==> src/rtl/sclib_tmr_syncff.sv <==
// Triple-modular-redundant multi-flop synchronizer for one asynchronous level.
// Every stage of every copy reloads from the voted previous stage, so an upset self-scrubs.
module sclib_tmr_syncff #(
    parameter int SYNCC    = 2,
    parameter int SET1RST0 = 0
) (
    input  logic CLK,
    input  logic SRB,
    input  logic D,
    output logic Q
);

    localparam logic RST_VAL = 1'(SET1RST0 != 0);

    (* dont_touch = "true" *) logic [SYNCC-1:0] ch_q0;
    (* dont_touch = "true" *) logic [SYNCC-1:0] ch_q1;
    (* dont_touch = "true" *) logic [SYNCC-1:0] ch_q2;
    logic [SYNCC-1:0] ch_v;
    logic [SYNCC-1:0] ch_nx;

    assign ch_v  = (ch_q0 & ch_q1) | (ch_q0 & ch_q2) | (ch_q1 & ch_q2);
    // First stage of each copy samples the raw input on its own flop.
    assign ch_nx = {ch_v[SYNCC-2:0], D};

    always_ff @(posedge CLK or negedge SRB) begin
        if (!SRB) begin
            ch_q0 <= {SYNCC{RST_VAL}};
            ch_q1 <= {SYNCC{RST_VAL}};
            ch_q2 <= {SYNCC{RST_VAL}};
        end else begin
            ch_q0 <= ch_nx;
            ch_q1 <= ch_nx;
            ch_q2 <= ch_nx;
        end
    end

    assign Q = ch_v[SYNCC-1];

endmodule

==> src/rtl/sclib_tmr_hs_sender.sv <==
// Initiator side of a 4-phase REQ/ACK level handshake with per-phase timeout.
// All state is triplicated; next state is computed from the 2-of-3 vote and written to every copy.
module sclib_tmr_hs_sender #(
    parameter int SYNCC   = 2,
    parameter int TIMEOUT = 255,
    parameter int TOW     = 8
) (
    input  logic CLK,
    input  logic SRB,
    input  logic PULSE_IN,
    input  logic ACK_IN,
    output logic REQ_OUT,
    output logic BUSY,
    output logic DONE,
    output logic DROP,
    output logic TOUT
);

    localparam logic [1:0]     ST_IDLE    = 2'd0;
    localparam logic [1:0]     ST_WAIT_HI = 2'd1;
    localparam logic [1:0]     ST_WAIT_LO = 2'd2;
    localparam logic           TO_EN      = 1'(TIMEOUT != 0);
    localparam logic [TOW-1:0] TO_LAST    = TOW'(TIMEOUT - 1);

    typedef struct packed {
        logic [1:0]     st;
        logic           req;
        logic           done;
        logic           drop;
        logic           tout;
        logic [TOW-1:0] cnt;
    } tmr_t;

    function automatic tmr_t vote3(tmr_t a, tmr_t b, tmr_t c);
        return tmr_t'((a & b) | (a & c) | (b & c));
    endfunction

    (* dont_touch = "true" *) logic [1:0]     st_q0, st_q1, st_q2;
    (* dont_touch = "true" *) logic           req_q0, req_q1, req_q2;
    (* dont_touch = "true" *) logic [2:0]     pls_q0, pls_q1, pls_q2;
    (* dont_touch = "true" *) logic [TOW-1:0] cnt_q0, cnt_q1, cnt_q2;

    tmr_t v;
    tmr_t nx;
    logic ack_s;
    logic timeout;

    sclib_tmr_syncff #(
        .SYNCC   (SYNCC),
        .SET1RST0(0)
    ) u_ack_sync (
        .CLK(CLK),
        .SRB(SRB),
        .D  (ACK_IN),
        .Q  (ack_s)
    );

    assign v = vote3({st_q0, req_q0, pls_q0, cnt_q0},
                     {st_q1, req_q1, pls_q1, cnt_q1},
                     {st_q2, req_q2, pls_q2, cnt_q2});

    assign timeout = TO_EN && (v.cnt == TO_LAST);

    // NOTE: every field of nx gets a default before the case, so no latch can be inferred.
    always_comb begin
        nx      = v;
        nx.done = 1'b0;
        nx.tout = 1'b0;
        nx.drop = PULSE_IN && (v.st != ST_IDLE);
        case (v.st)
            ST_IDLE: begin
                nx.req = 1'b0;
                nx.cnt = '0;
                if (PULSE_IN) begin
                    nx.st  = ST_WAIT_HI;
                    nx.req = 1'b1;
                end
            end
            ST_WAIT_HI: begin
                if (ack_s) begin
                    nx.st  = ST_WAIT_LO;
                    nx.req = 1'b0;
                    nx.cnt = '0;
                end else if (timeout) begin
                    nx.st   = ST_IDLE;
                    nx.req  = 1'b0;
                    nx.cnt  = '0;
                    nx.tout = 1'b1;
                end else begin
                    nx.cnt = v.cnt + 1'b1;
                end
            end
            ST_WAIT_LO: begin
                // Exit condition wins over a timeout landing on the same cycle.
                if (!ack_s) begin
                    nx.st   = ST_IDLE;
                    nx.cnt  = '0;
                    nx.done = 1'b1;
                end else if (timeout) begin
                    nx.st   = ST_IDLE;
                    nx.req  = 1'b0;
                    nx.cnt  = '0;
                    nx.tout = 1'b1;
                end else begin
                    nx.cnt = v.cnt + 1'b1;
                end
            end
            default: begin
                nx.st  = ST_IDLE;
                nx.req = 1'b0;
                nx.cnt = '0;
            end
        endcase
    end

    // NOTE: state registers use non-blocking assignment so all copies update from the same voted value.
    always_ff @(posedge CLK or negedge SRB) begin
        if (!SRB) begin
            st_q0  <= ST_IDLE;
            st_q1  <= ST_IDLE;
            st_q2  <= ST_IDLE;
            req_q0 <= 1'b0;
            req_q1 <= 1'b0;
            req_q2 <= 1'b0;
            pls_q0 <= '0;
            pls_q1 <= '0;
            pls_q2 <= '0;
            cnt_q0 <= '0;
            cnt_q1 <= '0;
            cnt_q2 <= '0;
        end else begin
            st_q0  <= nx.st;
            st_q1  <= nx.st;
            st_q2  <= nx.st;
            req_q0 <= nx.req;
            req_q1 <= nx.req;
            req_q2 <= nx.req;
            pls_q0 <= {nx.done, nx.drop, nx.tout};
            pls_q1 <= {nx.done, nx.drop, nx.tout};
            pls_q2 <= {nx.done, nx.drop, nx.tout};
            cnt_q0 <= nx.cnt;
            cnt_q1 <= nx.cnt;
            cnt_q2 <= nx.cnt;
        end
    end

    assign REQ_OUT = v.req;
    assign BUSY    = (v.st != ST_IDLE);
    assign DONE    = v.done;
    assign DROP    = v.drop;
    assign TOUT    = v.tout;

endmodule

==> config.mk <==
export PLATFORM = sky130hd
export DESIGN_NAME = sclib_tmr_hs_sender
export DESIGN_NICKNAME = d
export VERILOG_FILES = /design/src/rtl/sclib_tmr_syncff.sv /design/src/rtl/sclib_tmr_hs_sender.sv
export SDC_FILE = /design/constraint.sdc
export NUM_CORES = 1
export LEC_CHECK = 0
export CAP_MARGIN = 5
export CELL_PAD_IN_SITES_DETAIL_PLACEMENT = 1
export CELL_PAD_IN_SITES_GLOBAL_PLACEMENT = 2
export CORE_UTILIZATION = 36
export DETAILED_ROUTE_END_ITERATION = 8
export GPL_TIMING_DRIVEN = 0
export PLACE_DENSITY = 0.8
export SYNTH_ARGS = -nofsm -noshare
export SYNTH_HDL_FRONTEND = slang
export SYNTH_SLANG_ARGS = --single-unit
==> constraint.sdc <==
create_clock -name CLK -period 2.3 [get_ports CLK]
set_clock_uncertainty 0.2 [all_clocks]
set_input_delay 0.345 -clock CLK [delete_from_list [all_inputs] [get_ports CLK]]
set_output_delay 0.345 -clock CLK [all_outputs]
set_load 0.02 [all_outputs]
==> metrics.md, run 1 <==
| Metric | Value |
|---|---|
| CTS tree | `yes` |
| Worst Setup Slack, final | `0.295 ns` |
| DIE AREA | `0.00230 sq mm` |
| Slew @ Worst Pin | `0.690 ns` |
| Vias | `566` |
| Initial antenna violation count | `0` |
| Hold-fix buffers, CTS | `0` |
| Relative slew slack | `0.538` |
| Synth cell types | `25` |
| Hold Path Cell Cnt | `0` |
| Unrepaired setup endpoints after global routing | `false` |
| Sink Count | `16` |
| CP Data Arrival Time | `1.46 ns` |
| Crit. End Element | `output pin` |
| Starting density of the core | `0.384` |
| Drt total wl | `1480 um` |
| IO Port Bufs | `8` |
| Row count | `16` |
| Syn Inst Count | `71` |
| Hold Path End | `u_ack_sync.ch_q1[1]$_DFF_PN0_` |
| Overall power | `0.000821 W` |
| Clock buffer depth | `2` |
| Final hold vios | `0` |
| Hold Path Class | `reg2reg` |
| Tmin final | `2.01 ns` |
| Peak supply drop | `0.459 mV` |
| PwrDens | `903 mW/mm^2` |
| Layout cells sized above 1 | `0.0723` |
| GRT Residual Overflow | `0` |
| Die Height | `48.0 um` |
| Area delta synth->final | `19.6%` |
| Global-route met2 utilization | `0.214` |
| Die width | `48.0 um` |
| Status | `completed` |
| DRC Markers | `0` |
| Global Route met3 Usage | `0.0226` |
| Final Setup Violations | `0` |
| Via/cell ratio | `5.15` |
| Startpoint types | `register` |
| Synth Area per Inst | `10.7 sq um` |
| Worst Path Required | `1.75 ns` |
| Number of synthesized register bits | `16` |
| Placed wire-length estimate | `1090 um` |
| I/O pin cnt | `9` |
| Syn nets | `81` |
| Most frequent cells in the layout | `16 x dfrtp_1, 7 x clkdlybuf4s50_1, 6 x nor2_1, 6 x ha_1` |
| Clk Latency, worst-skew pair | `0.29 ns` |
| Antenna Cells | `0` |
| Yosys warnings | `0` |
| Synth Cell Area | `761 sq um` |
| Setup TNS | `0 ns` |
| Final worst-path cycle share | `0.872` |
| First-pass GRT wire length | `2460 um` |
| Worst slack, placed | `0.329 ns` |
| Launch point of the worst reg-to-reg path | `cnt_q2[0]$_DFF_PN0_` |
| Clock Tree Root | `clkbuf_4` |
| Reg2reg setup slack | `0.46 ns` |
| Commonest non-fill, non-tap cell in the layout | `dfrtp_1` |
| Sequential-to-total area share from yosys stat | `0.526` |
| Reg-to-reg endpoint | `cnt_q2[2]$_DFF_PN0_` |
| Max Fclk | `499 MHz` |
| Post-CTS setup buffer count | `0` |
| Leak | `0.381 nW` |
| Largest net degree at the start of global routing | `17` |
| Core region area | `0.00198 sq mm` |
| Post-route ant nets | `0` |
| Total GRT Usage | `0.158` |
| Met1 GRT Util | `0.231` |
| Clock transition at path regs | `0.09 ns` |
| First DRT Iteration DRCs | `6` |
| Initial DRT Pass Iterations | `3` |
| Register-to-Register Path Depth | `5` |
| Hold Crit Start | `u_ack_sync.ch_q1[0]$_DFF_PN0_` |
| H-tree levels | `1` |
| CTS Buf Count | `3` |
| Nets | `94` |
| Gr busiest metal | `met1` |
| Routed len/inst | `13.5 um` |
| MaxCap Viol Count | `0` |
| RD Place Congestion | `0.637` |
| Number of global-route vias before repair | `516` |
| Critical Path Fanout Max | `5` |
| Kind of critical path | `reg2out` |
| Slew Limit Fails | `0` |
| Post-layout util | `0.459` |
[worst max path at each step]
stage / startpoint / end / slack [ns] / cells past startpoint
finish: st_q2[0]$_DFF_PN0_ / BUSY / 0.29 / 4
global route: st_q2[0]$_DFF_PN0_ / BUSY / 0.17 / 4
CTS: st_q2[0]$_DFF_PN0_ / BUSY / 0.26 / 4
detailed placement: st_q2[0]$_DFF_PN0_ / BUSY / 0.33 / 4
global placement: st_q2[0]$_DFF_PN0_ / BUSY / 0.36 / 4
floorplan: st_q2[0]$_DFF_PN0_ / cnt_q2[2]$_DFF_PN0_ / 0.77 / 5
[registers in the layout, summed over array words and instances, names as in the netlist]
name and cells:
pls_q2 3, cnt_q2 8, req_q2 1, st_q2 2, u_ack_sync.ch_q1 2
[synthesized netlist by cell type (all sizes together)]
master / number / share of area
dfrtp: 16 / 0.53
ha: 6 / 0.099
nor2: 6 / 0.030
a21oi: 5 / 0.033
inv: 5 / 0.025
o21ai: 4 / 0.026
nand2: 3 / 0.015
nand3: 3 / 0.026
nor2b: 3 / 0.025
nor3: 3 / 0.020
o211ai: 3 / 0.030
a31oi: 2 / 0.016
a21o: 1 / 0.0099
a32oi: 1 / 0.012
a41oi: 1 / 0.012
mux2: 1 / 0.015
nand4: 1 / 0.0082
o31ai: 1 / 0.0099
o32ai: 1 / 0.012
or3: 1 / 0.0082
or3b: 1 / 0.012
or4: 1 / 0.0099
xnor2: 1 / 0.012
xor2: 1 / 0.012
[cell type report]
class                           count  area (sq um)
Fill cell                         216          1070
Sequential cell                    16           400
Multi-Input combinational cell     50           342
Timing Repair Buffer                8          78.8
Clock buffer                        4          36.3
Tap cell                           27          33.8
Inverter                            5          18.8
[routing by layer]
metal / part of all wire / vias up
met5: 0 / -
met4: 0.022 / 0
met3: 0.016 / 5
met2: 0.43 / 10
met1: 0.53 / 271
li1: - / 280
[through the flow]
stage | cell area [sq um] | instances | hold WS [ns]
final | 910 | 110 | 0.164
after global routing | 910 | 110 | 0.180
after CTS | 910 | 110 | 0.166
after detailed placement | 875 | 106 | 0.144
after global placement | 875 | 106 | 0.139
after floorplan | 761 | 71 | -0.151
[worst max-delay path: stages, from the launching register on]
cell and delay [ns]:
dfrtp_1 0.43, inv_1 0.08, ha_1 0.25, inv_1 0.08, dlygate4sd2_1 0.33
[what timing repair did]
item,in CTS,in global routing
resized for setup,1,0
endpoints found under the setup margin,1,0
hold endpoints to repair,0,0
[power breakdown]
group / leakage (nW) / switching, W / internal, W
registers: 0.213 / 0.0000370 / 0.000322
clock network: 0.0210 / 0.0000885 / 0.0000964
logic: 0.147 / 0.000157 / 0.000120
[kinds of logic after synthesis]
| family | count (synthesis) | synth area share |
|---|---|---|
| buffers and inverters | 5 | 0.0247 |
| xor gates and xnor gates | 2 | 0.0230 |
| DFF | 16 | 0.526 |
| and+or+nand+nor | 22 | 0.153 |
| AOI/OAI and AO/OA | 19 | 0.160 |
| adders and majority gates | 6 | 0.0987 |
| muxes | 1 | 0.0148 |
(Power assumes the default switching activity.)
==> run 2, diff against run 1 <==
--- a/config.mk
+++ b/config.mk
@@ -9,9 +9,11 @@
 export CELL_PAD_IN_SITES_DETAIL_PLACEMENT = 1
 export CELL_PAD_IN_SITES_GLOBAL_PLACEMENT = 2
 export CORE_UTILIZATION = 36
+export CTS_CLUSTER_DIAMETER = 80
 export DETAILED_ROUTE_END_ITERATION = 8
 export GPL_TIMING_DRIVEN = 0
 export PLACE_DENSITY = 0.8
+export SKIP_LAST_GASP = 1
 export SYNTH_ARGS = -nofsm -noshare
 export SYNTH_HDL_FRONTEND = slang
 export SYNTH_SLANG_ARGS = --single-unit
==> constraint.sdc (replaced) <==
create_clock -name CLK -period 2.3 [get_ports CLK]
set_clock_uncertainty 0.2 [all_clocks]
set_input_delay 0.23 -clock CLK [delete_from_list [all_inputs] [get_ports CLK]]
set_output_delay 0.23 -clock CLK [all_outputs]
set_load 0.02 [all_outputs]
==> run 2 against run 1 <==
Against the previous run: global-route usage is 0.078 points lower; die area stayed put; sequential power hardly changed; utilization is 0.063 points higher; combinational power is 3% higher; cell count stayed put; highest routed layer unchanged; total power is 0.97% higher; register-to-register slack hardly changed; via count stayed put; setup slack worse by 0.16 ns; critical endpoint unchanged.
==> metrics.md, run 2 (synthesis gave the netlist of run 1 again) <==
| Metric | Value |
|---|---|
| H-tree levels | `1` |
| Initial DRT Pass Iterations | `3` |
| RD Place Congestion | `0.637` |
| Filler instances | `216` |
| PwrDens | `910 mW/mm^2` |
| CTS Buf Count | `3` |
| Slew @ Worst Pin | `0.691 ns` |
| Placed wire-length estimate | `1090 um` |
| Overall power | `0.000829 W` |
| Tmin final | `2.16 ns` |
| Commonest non-fill, non-tap cell in the layout | `dfrtp_1` |
| Post-route ant nets | `0` |
| DRC Markers | `0` |
| Most used cell, CP | `inv_1` |
| Final worst-path cycle share | `0.940` |
| Worst Path Required | `1.87 ns` |
| Vias | `566` |
| Register area | `400 sq um` |
| Total GRT Usage | `0.157` |
| Cts repair resizes | `0` |
| Leak | `0.380 nW` |
| Biggest regs | `cnt_q2 (8), pls_q2 (3)` |
| Buf+Inv Stages, Crit Path | `3` |
| Setup TNS | `0 ns` |
| Final Setup Violations | `0` |
| Slew Limit Fails | `0` |
| I/O pin cnt | `9` |
| Top delay family on crit path | `buffers and inverters` |
| Number of global-route vias before repair | `514` |
| Initial antenna violation count | `0` |
| First DRT Iteration DRCs | `6` |
| Worst hold margin | `0.152 ns` |
| Clock Tree Root | `clkbuf_4` |
| Layout cells sized above 1 | `0.0723` |
| Largest net degree at the start of global routing | `17` |
| Relative slew slack | `0.538` |
| Hold Path Class | `in2async` |
| MaxCap Viol Count | `0` |
| Antenna Cells | `0` |
| Drt total wl | `1480 um` |
| Startpoint types | `register` |
| DIE AREA | `0.00230 sq mm` |
| Die Height | `48.0 um` |
| IO Port Bufs | `8` |
| Metal-1 WL | `791 um` |
| Clock transition at path regs | `0.09 ns` |
| Peak supply drop | `0.469 mV` |
| Met3 WL | `24 um` |
| Area of the multi-input gates | `342 sq um` |
| Critical Path Fanout Max | `5` |
| Slowest cell on the critical path | `clkdlybuf4s50_1` |
| Crit. End Element | `output pin` |
| Kind of critical path | `reg2out` |
| Most frequent cells in the layout | `16 x dfrtp_1, 8 x clkdlybuf4s50_1, 6 x nor2_1, 6 x ha_1` |
| Top Layer Used | `met4` |
| Core region area | `0.00198 sq mm` |
| CTS tree | `yes` |
| Routed len/inst | `13.5 um` |
| Routed wl met2 | `633 um` |
| Reg with most FFs | `cnt_q2` |
| Die width | `48.0 um` |
| Area delta synth->final | `19.7%` |
| First-pass GRT wire length | `2440 um` |
| Sink Count | `16` |
| GRT Residual Overflow | `0` |
| Status | `completed` |
| Hold-fix buffers, CTS | `0` |
| Clock buffer depth | `2` |
| Nets | `94` |
| Post-CTS setup buffer count | `0` |
| CP Data Arrival Time | `1.73 ns` |
| Unrepaired setup endpoints after global routing | `false` |
| Starting density of the core | `0.384` |
| Max reg flops | `8` |
| Row count | `16` |
| Slowest cell delay on critical path | `0.59 ns` |
| Final hold vios | `0` |
| Max Fclk | `463 MHz` |
| Critical path cell sequence | `inv_1 > ha_1 > inv_1 > clkdlybuf4s50_1` |
| Clk Latency, worst-skew pair | `0.29 ns` |
| Via/cell ratio | `5.15` |
-- run 2: changes by cell type in the layout (fill, tap and decap cells not counted) --
cell	before	now
clkdlybuf4s50_1	7	8
dlygate4sd2_1	1	0
-- run 2: routing by layer --
metal	global-route usage	vias to the layer above
li1	-	280
met1	0.229	271
met2	0.214	10
met3	0.0226	5
met4	0.100	0
met5	0	-
-- run 2: cell type report --
| type | count | area share |
|---|---|---|
| clock buffers | 4 | 0.0398 |
| multi-input cells | 50 | 0.375 |
| inverters | 5 | 0.0206 |
| repair buffers | 8 | 0.0879 |
| flip-flops and latches | 16 | 0.440 |
| well taps | 27 | 0.0371 |
-- run 2: metrics by stage --
stage               instances  setup slack [ns]   util  instance area [sq um]
global route              110            0.0108  0.460                    911
finish                    110             0.138  0.460                    911
global placement          106             0.478  0.441                    875
floorplan                  71             0.772      -                    761
detailed placement        106             0.444  0.441                    875
CTS                       110             0.108  0.460                    911
-- run 2: final timing paths --
path / slack, ns / endpoint / cells after the start / startpoint
min in group CLK: 0.16 / u_ack_sync.ch_q1[1]$_DFF_PN0_ / 0 / u_ack_sync.ch_q1[0]$_DFF_PN0_
max: 0.14 / BUSY / 4 / st_q2[0]$_DFF_PN0_
min reg2reg: 0.16 / u_ack_sync.ch_q1[1]$_DFF_PN0_ / 0 / u_ack_sync.ch_q1[0]$_DFF_PN0_
min: 0.15 / pls_q2[0]$_DFF_PN0_ / 1 / SRB
max in group asynchronous: 1.31 / cnt_q2[3]$_DFF_PN0_ / 1 / SRB
max reg2reg: 0.46 / cnt_q2[2]$_DFF_PN0_ / 5 / cnt_q2[0]$_DFF_PN0_
-- run 2: worst register-to-register path, delay by kind of cell, from the launching register on --
family          cells  cell delay (ns)
compound gates      1             0.51
fa+ha+maj           1             0.21
buf+inv             1             0.08
flops               1             0.43
simple gates        2             0.28
-- run 2: report_power, final --
group	leakage (nW)	internal (W)	switching (W)	total [W]
registers	0.213	0.000322	0.0000370	0.000359
logic	0.145	0.000128	0.000157	0.000285
clock network	0.0210	0.0000964	0.0000885	0.000185
==> run 3, diff against run 2 <==
--- a/config.mk
+++ b/config.mk
@@ -8,11 +8,11 @@
 export CAP_MARGIN = 5
 export CELL_PAD_IN_SITES_DETAIL_PLACEMENT = 1
 export CELL_PAD_IN_SITES_GLOBAL_PLACEMENT = 2
-export CORE_UTILIZATION = 36
+export CORE_UTILIZATION = 41
 export CTS_CLUSTER_DIAMETER = 80
 export DETAILED_ROUTE_END_ITERATION = 8
-export GPL_TIMING_DRIVEN = 0
-export PLACE_DENSITY = 0.8
+export DONT_BUFFER_PORTS = 1
+export PLACE_DENSITY_LB_ADDON = 0.1
 export SKIP_LAST_GASP = 1
 export SYNTH_ARGS = -nofsm -noshare
 export SYNTH_HDL_FRONTEND = slang
==> run 3 against run 2 <==
Against the previous run: combinational power fell by 27%; utilization rose by 3.8 points; wire length fell by 5.3%; non-clock buffer count fell by 5.
==> metrics.md, run 3 (synthesis gave the netlist of run 1 again) <==
| Metric | Value |
|---|---|
| Launch point of the worst reg-to-reg path | `cnt_q2[0]$_DFF_PN0_` |
| Total GRT Usage | `0.163` |
| Switching Share | `0.357` |
| Final Setup Violations | `0` |
| Clock power share | `0.243` |
| Sequential power share | `0.491` |
| Slew Limit Fails | `0` |
| IO Port Bufs | `0` |
| Commonest non-fill, non-tap cell in the layout | `dfrtp_1` |
| Reg-to-reg endpoint | `cnt_q2[3]$_DFF_PN0_` |
| Via/cell ratio | `5.25` |
| Area delta synth->final | `12.8%` |
| Drt total wl | `1400 um` |
| Hold Crit Start | `u_ack_sync.ch_q1[0]$_DFF_PN0_` |
| Clock buffer depth | `2` |
| Filler instances | `200` |
| Reg2reg setup slack | `0.54 ns` |
| Peak supply drop | `0.488 mV` |
| Biggest regs | `cnt_q2 (8), pls_q2 (3)` |
| Die Height | `45.1 um` |
| Post-route ant nets | `0` |
| Setup TNS | `0 ns` |
| Layout cells sized above 1 | `0.0769` |
| Initial DRT Pass Iterations | `4` |
| Vias | `541` |
| Comb pwr share | `0.266` |
| Cts repair resizes | `0` |
| Antenna Cells | `0` |
| H-tree levels | `1` |
| Row count | `15` |
| Psw | `0.000278 W` |
| Most frequent cells in the layout | `16 x dfrtp_1, 6 x nor2_1, 6 x ha_1` |
| Status | `completed` |
| Routed len/inst | `13.6 um` |
| Kind of critical path | `reg2reg` |
| Core region area | `0.00173 sq mm` |
| Hold Path Cell Cnt | `0` |
| Max Fclk | `568 MHz` |
| Clock Tree Root | `clkbuf_4` |
| Largest net degree at the start of global routing | `17` |
| CTS tree | `yes` |
| First-pass GRT wire length | `2280 um` |
| First DRT Iteration DRCs | `5` |
| RD Place Congestion | `0.713` |
| PwrDens | `907 mW/mm^2` |
| Slew @ Worst Pin | `0.709 ns` |
| GRT Residual Overflow | `0` |
| Post-Layout Cell Count | `103` |
| Max reg flops | `8` |
| Area of the multi-input gates | `342 sq um` |
| Critical Path Fanout Max | `6` |
| Hold Path End | `u_ack_sync.ch_q1[1]$_DFF_PN0_` |
| Worst Path Required | `2.27 ns` |
| Initial antenna violation count | `0` |
| Internal power | `0.000500 W` |
| Register area | `400 sq um` |
| Register-to-Register Path Depth | `5` |
| DRC Markers | `0` |
| Crit. End Element | `register` |
| Die width | `45.1 um` |
| Starting density of the core | `0.441` |
| Nets | `89` |
| Unrepaired setup endpoints after global routing | `false` |
| CP Data Arrival Time | `1.73 ns` |
| Sink Count | `16` |
| Reg with most FFs | `cnt_q2` |
| Post-CTS setup buffer count | `0` |
| Clk Latency, worst-skew pair | `0.29 ns` |
| Tmin final | `1.76 ns` |
| I/O pin cnt | `9` |
| Final worst-path cycle share | `0.765` |
| Startpoint types | `register` |
| Dpl cells | `96` |
| DIE AREA | `0.00203 sq mm` |
| Post-layout util | `0.497` |
| Number of global-route vias before repair | `535` |
| Hold Path Class | `reg2reg` |
| Final hold vios | `0` |
| Hold-fix buffers, CTS | `3` |
| Leak | `0.362 nW` |
| MaxCap Viol Count | `0` |
| Clock transition at path regs | `0.10 ns` |
| CTS Buf Count | `3` |
| Relative slew slack | `0.526` |
| Placed wire-length estimate | `1010 um` |
## run 3: how the worst max path moves through the flow
stage	slack [ns]	depth (start not counted)	from	to
floorplan	0.77	5	st_q2[0]$_DFF_PN0_	cnt_q2[2]$_DFF_PN0_
global placement	0.59	5	cnt_q2[0]$_DFF_PN0_	cnt_q2[3]$_DFF_PN0_
detailed placement	0.54	5	cnt_q2[0]$_DFF_PN0_	cnt_q2[2]$_DFF_PN0_
CTS	0.53	5	cnt_q2[0]$_DFF_PN0_	cnt_q2[2]$_DFF_PN0_
global route	0.35	5	cnt_q2[0]$_DFF_PN0_	cnt_q2[3]$_DFF_PN0_
finish	0.54	5	cnt_q2[0]$_DFF_PN0_	cnt_q2[3]$_DFF_PN0_
## run 3: power by group through the flow
stage / sequential, W / combinational, W / clock (W)
2_1_floorplan: 0.000377 / 0.000163 / 0
3_3_place_gp: 0.000385 / 0.000201 / 0
3_5_place_dp: 0.000386 / 0.000199 / 0
4_1_cts: 0.000381 / 0.000210 / 0.000195
5_1_grt: 0.000389 / 0.000237 / 0.000204
6_report: 0.000382 / 0.000207 / 0.000189
## run 3: critical path, cell delays in order (launching register included)
cell and delay [ns]:
dfrtp_1 0.44, inv_1 0.08, ha_1 0.18, nand3_1 0.17, o211ai_1 0.47, nor2_1 0.10
## run 3: per-stage QoR
stage               worst slack [ns]  area [sq um]  total power, W  hold WS (ns)
floorplan                      0.772           761        0.000540        -0.266
global placement               0.590           792        0.000586        -0.265
detailed placement             0.540           792        0.000585        -0.265
CTS                            0.529           858        0.000787         0.166
global route                   0.349           858        0.000830         0.178
finish                         0.541           858        0.000778         0.164
## run 3: final cells by class
class,count,share of cell area
sequential,16,0.466
inverter,5,0.0219
tap,25,0.0364
clock buffer,4,0.0423
timing repair buffer,3,0.0350
multi-input combinational,50,0.398
## run 3: routing by layer
layer,GRT usage,up-vias,share of wire,routed length [um]
met1,0.228,254,0.53,742
met2,0.229,13,0.42,585
met5,0,-,0,0
li1,-,270,-,-
met4,0.109,0,0.025,35
met3,0.0280,4,0.028,40
